$ cat src/rtl/ddr_link_downstream_rx.sv
// ----------------------------------------------------------------------------
// ddr_link_downstream_rx
//
// Receive end of the DDR link. The PHY capture flops hand over one
// CHANNEL_WIDTH beat per io clock, with the pos and neg halves already merged.
// This block reassembles BEATS beats into one core word and holds the words in
// a small FIFO. It returns credit to the transmitter as a toggling token, once
// every TOKEN_DECIMATION words that the core consumes.
//
// Parameters
//   CHANNEL_WIDTH     bits per received beat
//   BEATS             beats per core word (core word = CHANNEL_WIDTH*BEATS)
//   FIFO_DEPTH_LG     log2 of the FIFO depth in words (must be >= 1)
//   TOKEN_DECIMATION  dequeues per token toggle; power of 2, divides the depth
//
// Ports
//   clk           in   clock
//   rst           in   synchronous, active-high reset
//   io_valid_i    in   beat valid
//   io_data_i     in   beat data (beat 0 lands in the word LSBs)
//   core_valid_o  out  FIFO head word valid
//   core_data_o   out  FIFO head word (0 while the FIFO is empty)
//   core_yumi_i   in   core consumes the head this cycle
//   io_token_o    out  credit token, toggles once per TOKEN_DECIMATION pops
//   overflow_o    out  sticky: a completed word arrived while the FIFO was full
//
// Optional build macro DDR_RX_BEAT_PARITY_EN adds these ports:
//   io_parity_i   in   even parity bit over io_data_i, checked on each valid beat
//   parity_err_o  out  sticky: a word was dropped because a beat had bad parity
// A word with any bad beat is dropped when it completes. It is not written to
// the FIFO, so it never returns credit.
// ----------------------------------------------------------------------------
module ddr_link_downstream_rx #(
  parameter int CHANNEL_WIDTH    = 16,
  parameter int BEATS            = 4,
  parameter int FIFO_DEPTH_LG    = 3,
  parameter int TOKEN_DECIMATION = 4
) (
  input  logic                              clk,
  input  logic                              rst,
  input  logic                              io_valid_i,
  input  logic [CHANNEL_WIDTH-1:0]          io_data_i,
  output logic                              core_valid_o,
  output logic [CHANNEL_WIDTH*BEATS-1:0]    core_data_o,
  input  logic                              core_yumi_i,
  output logic                              io_token_o,
  output logic                              overflow_o
`ifdef DDR_RX_BEAT_PARITY_EN
  ,
  input  logic                              io_parity_i,
  output logic                              parity_err_o
`endif
);

  localparam int WORD_WIDTH = CHANNEL_WIDTH * BEATS;
  localparam int DEPTH      = 1 << FIFO_DEPTH_LG;
  localparam int BEAT_CNT_W = (BEATS > 1) ? $clog2(BEATS) : 1;
  localparam int DEQ_CNT_W  = (TOKEN_DECIMATION > 1) ? $clog2(TOKEN_DECIMATION) : 1;
  localparam int PTR_W      = FIFO_DEPTH_LG + 1;

  localparam logic [BEAT_CNT_W-1:0] LAST_BEAT = BEAT_CNT_W'(BEATS - 1);
  localparam logic [DEQ_CNT_W-1:0]  LAST_DEQ  = DEQ_CNT_W'(TOKEN_DECIMATION - 1);

  // --------------------------------------------------------------------------
  // Beat assembly
  // --------------------------------------------------------------------------
  logic [BEAT_CNT_W-1:0] beat_cnt;
  logic [WORD_WIDTH-1:0] assembly;
  logic [WORD_WIDTH-1:0] full_word;
  logic                  word_done;
  logic                  word_bad;

  assign word_done = io_valid_i && (beat_cnt == LAST_BEAT);

  // The final beat does not pass through the assembly register. It is merged
  // in here so that the FIFO write happens on the same edge that captures it.
  // NOTE: every signal written in always_comb gets a default value first. A
  // path that leaves a signal unassigned would infer a latch.
  always_comb begin
    full_word = assembly;
    full_word[(BEATS-1)*CHANNEL_WIDTH +: CHANNEL_WIDTH] = io_data_i;
  end

  // NOTE: sequential state uses non-blocking assignments only. Every flop then
  // samples its pre-edge value and the order of the statements does not matter.
  always_ff @(posedge clk) begin
    if (rst) begin
      beat_cnt <= '0;
      assembly <= '0;
    end else if (io_valid_i) begin
      for (int k = 0; k < BEATS - 1; k++) begin
        if (beat_cnt == BEAT_CNT_W'(k)) begin
          assembly[k*CHANNEL_WIDTH +: CHANNEL_WIDTH] <= io_data_i;
        end
      end
      beat_cnt <= word_done ? '0 : beat_cnt + BEAT_CNT_W'(1);
    end
  end

  // --------------------------------------------------------------------------
  // Optional per-beat parity check
  // --------------------------------------------------------------------------
`ifdef DDR_RX_BEAT_PARITY_EN
  logic beat_bad;
  logic word_bad_q;

  // Even parity: the data bits and the parity bit together hold an even number of ones.
  assign beat_bad = io_valid_i && ((^io_data_i) != io_parity_i);
  assign word_bad = word_bad_q || beat_bad;

  always_ff @(posedge clk) begin
    if (rst) begin
      word_bad_q   <= 1'b0;
      parity_err_o <= 1'b0;
    end else if (io_valid_i) begin
      // The bad mark covers one word only. Clear it when that word completes.
      word_bad_q <= word_done ? 1'b0 : word_bad;
      if (word_done && word_bad) begin
        parity_err_o <= 1'b1;
      end
    end
  end
`else
  assign word_bad = 1'b0;
`endif

  // --------------------------------------------------------------------------
  // Word FIFO
  // --------------------------------------------------------------------------
  logic [WORD_WIDTH-1:0] mem [DEPTH];
  logic [PTR_W-1:0]      wr_ptr;
  logic [PTR_W-1:0]      rd_ptr;
  logic                  full;
  logic                  empty;
  logic                  wr_en;
  logic                  pop;

  // The pointers carry one extra wrap bit. Full means the indexes are equal and
  // the wrap bits differ. Empty means the pointers are fully equal.
  assign empty = (wr_ptr == rd_ptr);
  assign full  = (wr_ptr == {~rd_ptr[PTR_W-1], rd_ptr[PTR_W-2:0]});

  // Full is the registered state from the start of the cycle. A pop in the
  // same cycle does not free a slot for the incoming word.
  assign wr_en = word_done && !word_bad && !full;
  assign pop   = core_yumi_i && !empty;

  // NOTE: the storage array has no reset. Its contents are never visible until
  // they are written, because the read port is forced to zero while empty.
  always_ff @(posedge clk) begin
    if (wr_en) begin
      mem[wr_ptr[FIFO_DEPTH_LG-1:0]] <= full_word;
    end
  end

  always_ff @(posedge clk) begin
    if (rst) begin
      wr_ptr     <= '0;
      rd_ptr     <= '0;
      overflow_o <= 1'b0;
    end else begin
      if (wr_en) begin
        wr_ptr <= wr_ptr + PTR_W'(1);
      end
      if (pop) begin
        rd_ptr <= rd_ptr + PTR_W'(1);
      end
      if (word_done && !word_bad && full) begin
        overflow_o <= 1'b1;
      end
    end
  end

  assign core_valid_o = !empty;
  assign core_data_o  = empty ? '0 : mem[rd_ptr[FIFO_DEPTH_LG-1:0]];

  // --------------------------------------------------------------------------
  // Credit token
  // --------------------------------------------------------------------------
  logic [DEQ_CNT_W-1:0] deq_cnt;
  logic                 token_pending;

  // The pop that wraps the counter only arms token_pending. The token itself
  // toggles on the following edge, so credit returns one cycle after the pop.
  always_ff @(posedge clk) begin
    if (rst) begin
      deq_cnt       <= '0;
      token_pending <= 1'b0;
      io_token_o    <= 1'b0;
    end else begin
      token_pending <= pop && (deq_cnt == LAST_DEQ);
      if (pop) begin
        deq_cnt <= (deq_cnt == LAST_DEQ) ? '0 : deq_cnt + DEQ_CNT_W'(1);
      end
      if (token_pending) begin
        io_token_o <= ~io_token_o;
      end
    end
  end

endmodule

$ cat config.mk
export PLATFORM = sky130hd
export DESIGN_NAME = ddr_link_downstream_rx
export DESIGN_NICKNAME = d
export VERILOG_FILES = /design/src/rtl/ddr_link_downstream_rx.sv
export SDC_FILE = /design/constraint.sdc
export NUM_CORES = 1
export LEC_CHECK = 0
export ABC_CLOCK_PERIOD_IN_PS = 19930
export CORE_MARGIN = 2
export CORE_UTILIZATION = 50
export CTS_CLUSTER_DIAMETER = 30
export DETAILED_ROUTE_END_ITERATION = 8
export PLACE_DENSITY = 0.75
export SETUP_SLACK_MARGIN = 0.4
export SYNTH_ARGS = -nofsm -noshare
export SYNTH_HDL_FRONTEND = slang
export SYNTH_SLANG_ARGS = --single-unit
$ cat constraint.sdc
create_clock -name clk -period 19.93 [get_ports clk]
set_clock_uncertainty 0.1 [all_clocks]
set_input_delay 3.986 -clock clk [delete_from_list [all_inputs] [get_ports clk]]
set_output_delay 3.986 -clock clk [all_outputs]
set_load 0.02 [all_outputs]
==> impl_summary.txt <==
----------------------------------------------------
[Route]
  Vias per std cell ... 5.802
  Wire length on met3 ... 3527 um
  Total via count after detailed routing ... 11,230
  First drt pass iteration count ... 5
  Met2 wire length ... 24,560 um
  Final routed DRC violation total ... 0
  Antenna violation net count after detailed routing ... 0
  Met1 layer wirelength in the final routing ... 19,250 um
  Top layer in use ... met4
  Final Routed Wirelength ... 48,610 um
  Drt wl/cell ... 25.11 um
  Number of DRC violations after detailed-routing iteration 0 ... 1,091

[Synthesis]
  Post-synthesis instance area ... 21,930 um2
  Number of distinct library cells after synthesis ... 37
  Post-Synth Simple-Gate Area ... 0.03851
  Synthesized area per cell ... 19.46 um2
  Most common flop cell mapped by yosys ... edfxtp_1
  Post-synthesis share of cell area spent on xor and xnor gates ... 0.003937
  Post-synthesis sequential element count ... 578
  Share of synthesized flip-flops with an asynchronous set or reset ... 0
  Leading cell types by count after synthesis ... edfxtp_1 (512), mux4_2 (128), nand2_1 (107), nor2_1 (80), mux2i_1 (69)
  Top cells by area, synth ... edfxtp_1 (70%), mux4_2 (13%), dfxtp_1 (6.0%)
  Gate count of the mapped netlist ... 1,127
  Complex-gate fraction of the synthesized area ... 0.01637
  Largest family of logic cells by synthesized area ... multiplexers
  Yosys top cell by area ... edfxtp_1
  Post-synthesis mux area share ... 0.1629
  Sequential area share after synthesis ... 0.7613
  Post-Synthesis Net Count ... 1,154
  Number of enable flip-flop cells after synthesis ... 512
  Portion of synthesized cell area occupied by the leading cell type ... 0.7011
  Top-count cell post-synth ... edfxtp_1
  Adder-Cell Fraction of Synth Area ... 0.003994
  Synth warnings ... 0

[Clock tree]
  Clk buf depth ... 3
  Clock Tree Root ... clkbuf_16
  Sinks on the clock net ... 578
  Number of CTS-inserted buffers ... 97
  CTS tree ... done
  Setup repair bufs after CTS ... 0
  Clock latency at the later pin of the worst-skew pair ... 630 ps
  Hold buffer count at CTS ... 0
  Post-CTS resize count ... 0
  Clock slew at reported path FFs ... 50 ps
  CTS HTree Levels ... 3

[Global route]
  Initial antenna violation count ... 1
  First-pass GRT wire length ... 73,840 um
  Maximum number of pins on one net before global-route repair ... 74
  Vias in the first global route ... 12,160
  Overall global routing resource usage ... 0.2228
  Gr ovfl total ... 0

[Timing]
  Slew Limit Fails ... 0
  RSZ-0062 raised after global routing ... no
  Portion of the clock cycle consumed by the worst path in the final layout ... 0.4063
  Final Hold Violating Endpoints ... 0
  Final Worst Setup Slack ... 11,830 ps
  Total negative setup slack ... 0 ps
  Fmax ... 123.5 MHz
  Min Tclk post-route ... 8098 ps
  Transition at the pin with the smallest max-transition slack ... 1135 ps
  # setup viols final ... 0
  Worst slew slack as a fraction of its limit ... 0.2436

[Flow run]
  Max-cap check violation count ... 0

[Placement]
  Worst slack at placement ... 12,410 ps
  Number of placed instances with taps included ... 1,755
  Final weighted congestion in routability-driven placement ... 0.7484
  HPWL after DPL ... 23,630 um
  Number of buffer cells added on primary ports ... 86

[Layout]
  Fraction of final layout cells sized beyond drive strength 1 ... 0.2435
  ANT cells ... 0
  Non-Filler Instances ... 1,936
  Post-synthesis to final-layout area growth ... 23.21%
  Final net count ... 1,296

[Run status]
  Outcome ... finished clean

[Pwr]
  Areal power density over the cells ... 126.9 nW/um2
  Peak ir drop on the vdd network ... 91.37 uV
  Overall power after layout ... 0.003428 W
  Total leakage power ... 8.571 nW

[Floorplan]
  Core area ... 43,170 um2
  Die extent in y ... 213.4 um
  Die area ... 45,550 um2
  Effective utilization at floorplan ... 0.5080
  Boundary Pins ... 87
  Die extent in x ... 213.4 um
  Count of standard-cell rows ... 76

[Worst setup path]
  Required arrival time at the worst endpoint ... 15,840 ps
  Kind of capture point of the worst setup path ... output port
  Critical path class ... reg -> out
  Worst setup SP type ... flop
  Data arrival time of the worst path ... 4010 ps
  Crit Path Max Fanout ... 73

[Worst hold path]
  Classification of the worst-slack hold path ... reg -> reg

----------------------------------------------------
[state kept, by name (all words and copies together) (netlist names), named ones only]
register and flops:
assembly 48, beat_cnt 2, deq_cnt 2, io_token_o 1, mem 512, overflow_o 1
rd_ptr 4, token_pending 1, wr_ptr 4
[kinds of logic after synthesis]
kind of cell             Yosys count
multiplexers                     197
flip-flops                       578
XOR/XNOR                           9
buffers and inverters             67
AO/OA/AOI/OAI                     62
adder cells (fa/ha/maj)            7
AND/OR/NAND/NOR                  207
[power breakdown]
| group | total [W] | internal (W) | switching [W] |
|---|---|---|---|
| registers | 0.00135 | 0.00133 | 0.0000230 |
| clock network | 0.00178 | 0.00118 | 0.000600 |
| logic | 0.000302 | 0.000144 | 0.000158 |
| total | 0.00343 | 0.00265 | 0.000781 |
[placed cells by master, fill, tap and decap left out, types with 2 or more instances in the layout]
cell and instances:
mux4_2 128, nor3b_1 2, and2_1 3, clkinv_8 2, nor3_2 3, inv_1 5
dfxtp_1 63, or3_1 2, clkbuf_1 13, a21oi_1 54, inv_16 3, buf_4 18
dfxtp_4 3, clkinv_1 4, clkinv_2 6, xnor2_1 4, ha_1 7, clkinv_4 7
nor2_4 5, nand2b_1 2, nor4_1 2, nor2_1 75, inv_6 5, nand2_1 107
xor2_1 4, clkbuf_16 98, clkbuf_8 5, clkinvlp_4 18, clkdlybuf4s50_1 85, mux2i_1 69
edfxtp_1 512, bufinv_16 19
[metal layers]
layer  global-route usage  vias up
met5                    0        -
met4              0.08836        0
met3              0.04291       88
met2               0.3662      473
met1               0.2972     5890
li1                     -     4781
[final timing paths]
kind / end / start / cells after the start / slack [ps]
worst max register to register: mem[1][41]$_DFFE_PP_ / beat_cnt[0]$_SDFFE_PP0P_ / 6 / 16430
worst min-delay path: deq_cnt[0]$_SDFFE_PP0P_ / deq_cnt[0]$_SDFFE_PP0P_ / 2 / 370
worst min register to register: deq_cnt[0]$_SDFFE_PP0P_ / deq_cnt[0]$_SDFFE_PP0P_ / 2 / 370
worst max-delay path: core_data_o[58] / flop / 5 / 11830
[critical path, cell delays in order, from the launching register on]
cell	delay, ps
dfxtp_4	1010
buf_4	810
mux4_2	350
mux2i_1	70
nor2_1	330
clkdlybuf4s50_1	680
[area by class of cell]
| cell class | count | area, um2 |
|---|---|---|
| clock buffer | 116 | 2570 |
| clock inverter | 65 | 978.4 |
| fill | 2873 | 16150 |
| inverter | 6 | 22.52 |
| multi-input combinational | 482 | 5019 |
| sequential | 578 | 16710 |
| tap | 585 | 732.0 |
| timing repair buffer | 104 | 991.0 |
[metrics by stage]
step	area [um2]	hold slack [ps]	utilization
after floorplan	21930	349.3	-
after global placement	23470	355.6	0.5437
after detailed placement	23470	366.1	0.5437
after CTS	27020	372.4	0.6259
after global routing	27020	394.2	0.6259
final	27020	373.1	0.6259
No activity file was read; power rests on OpenSTA's default activity.
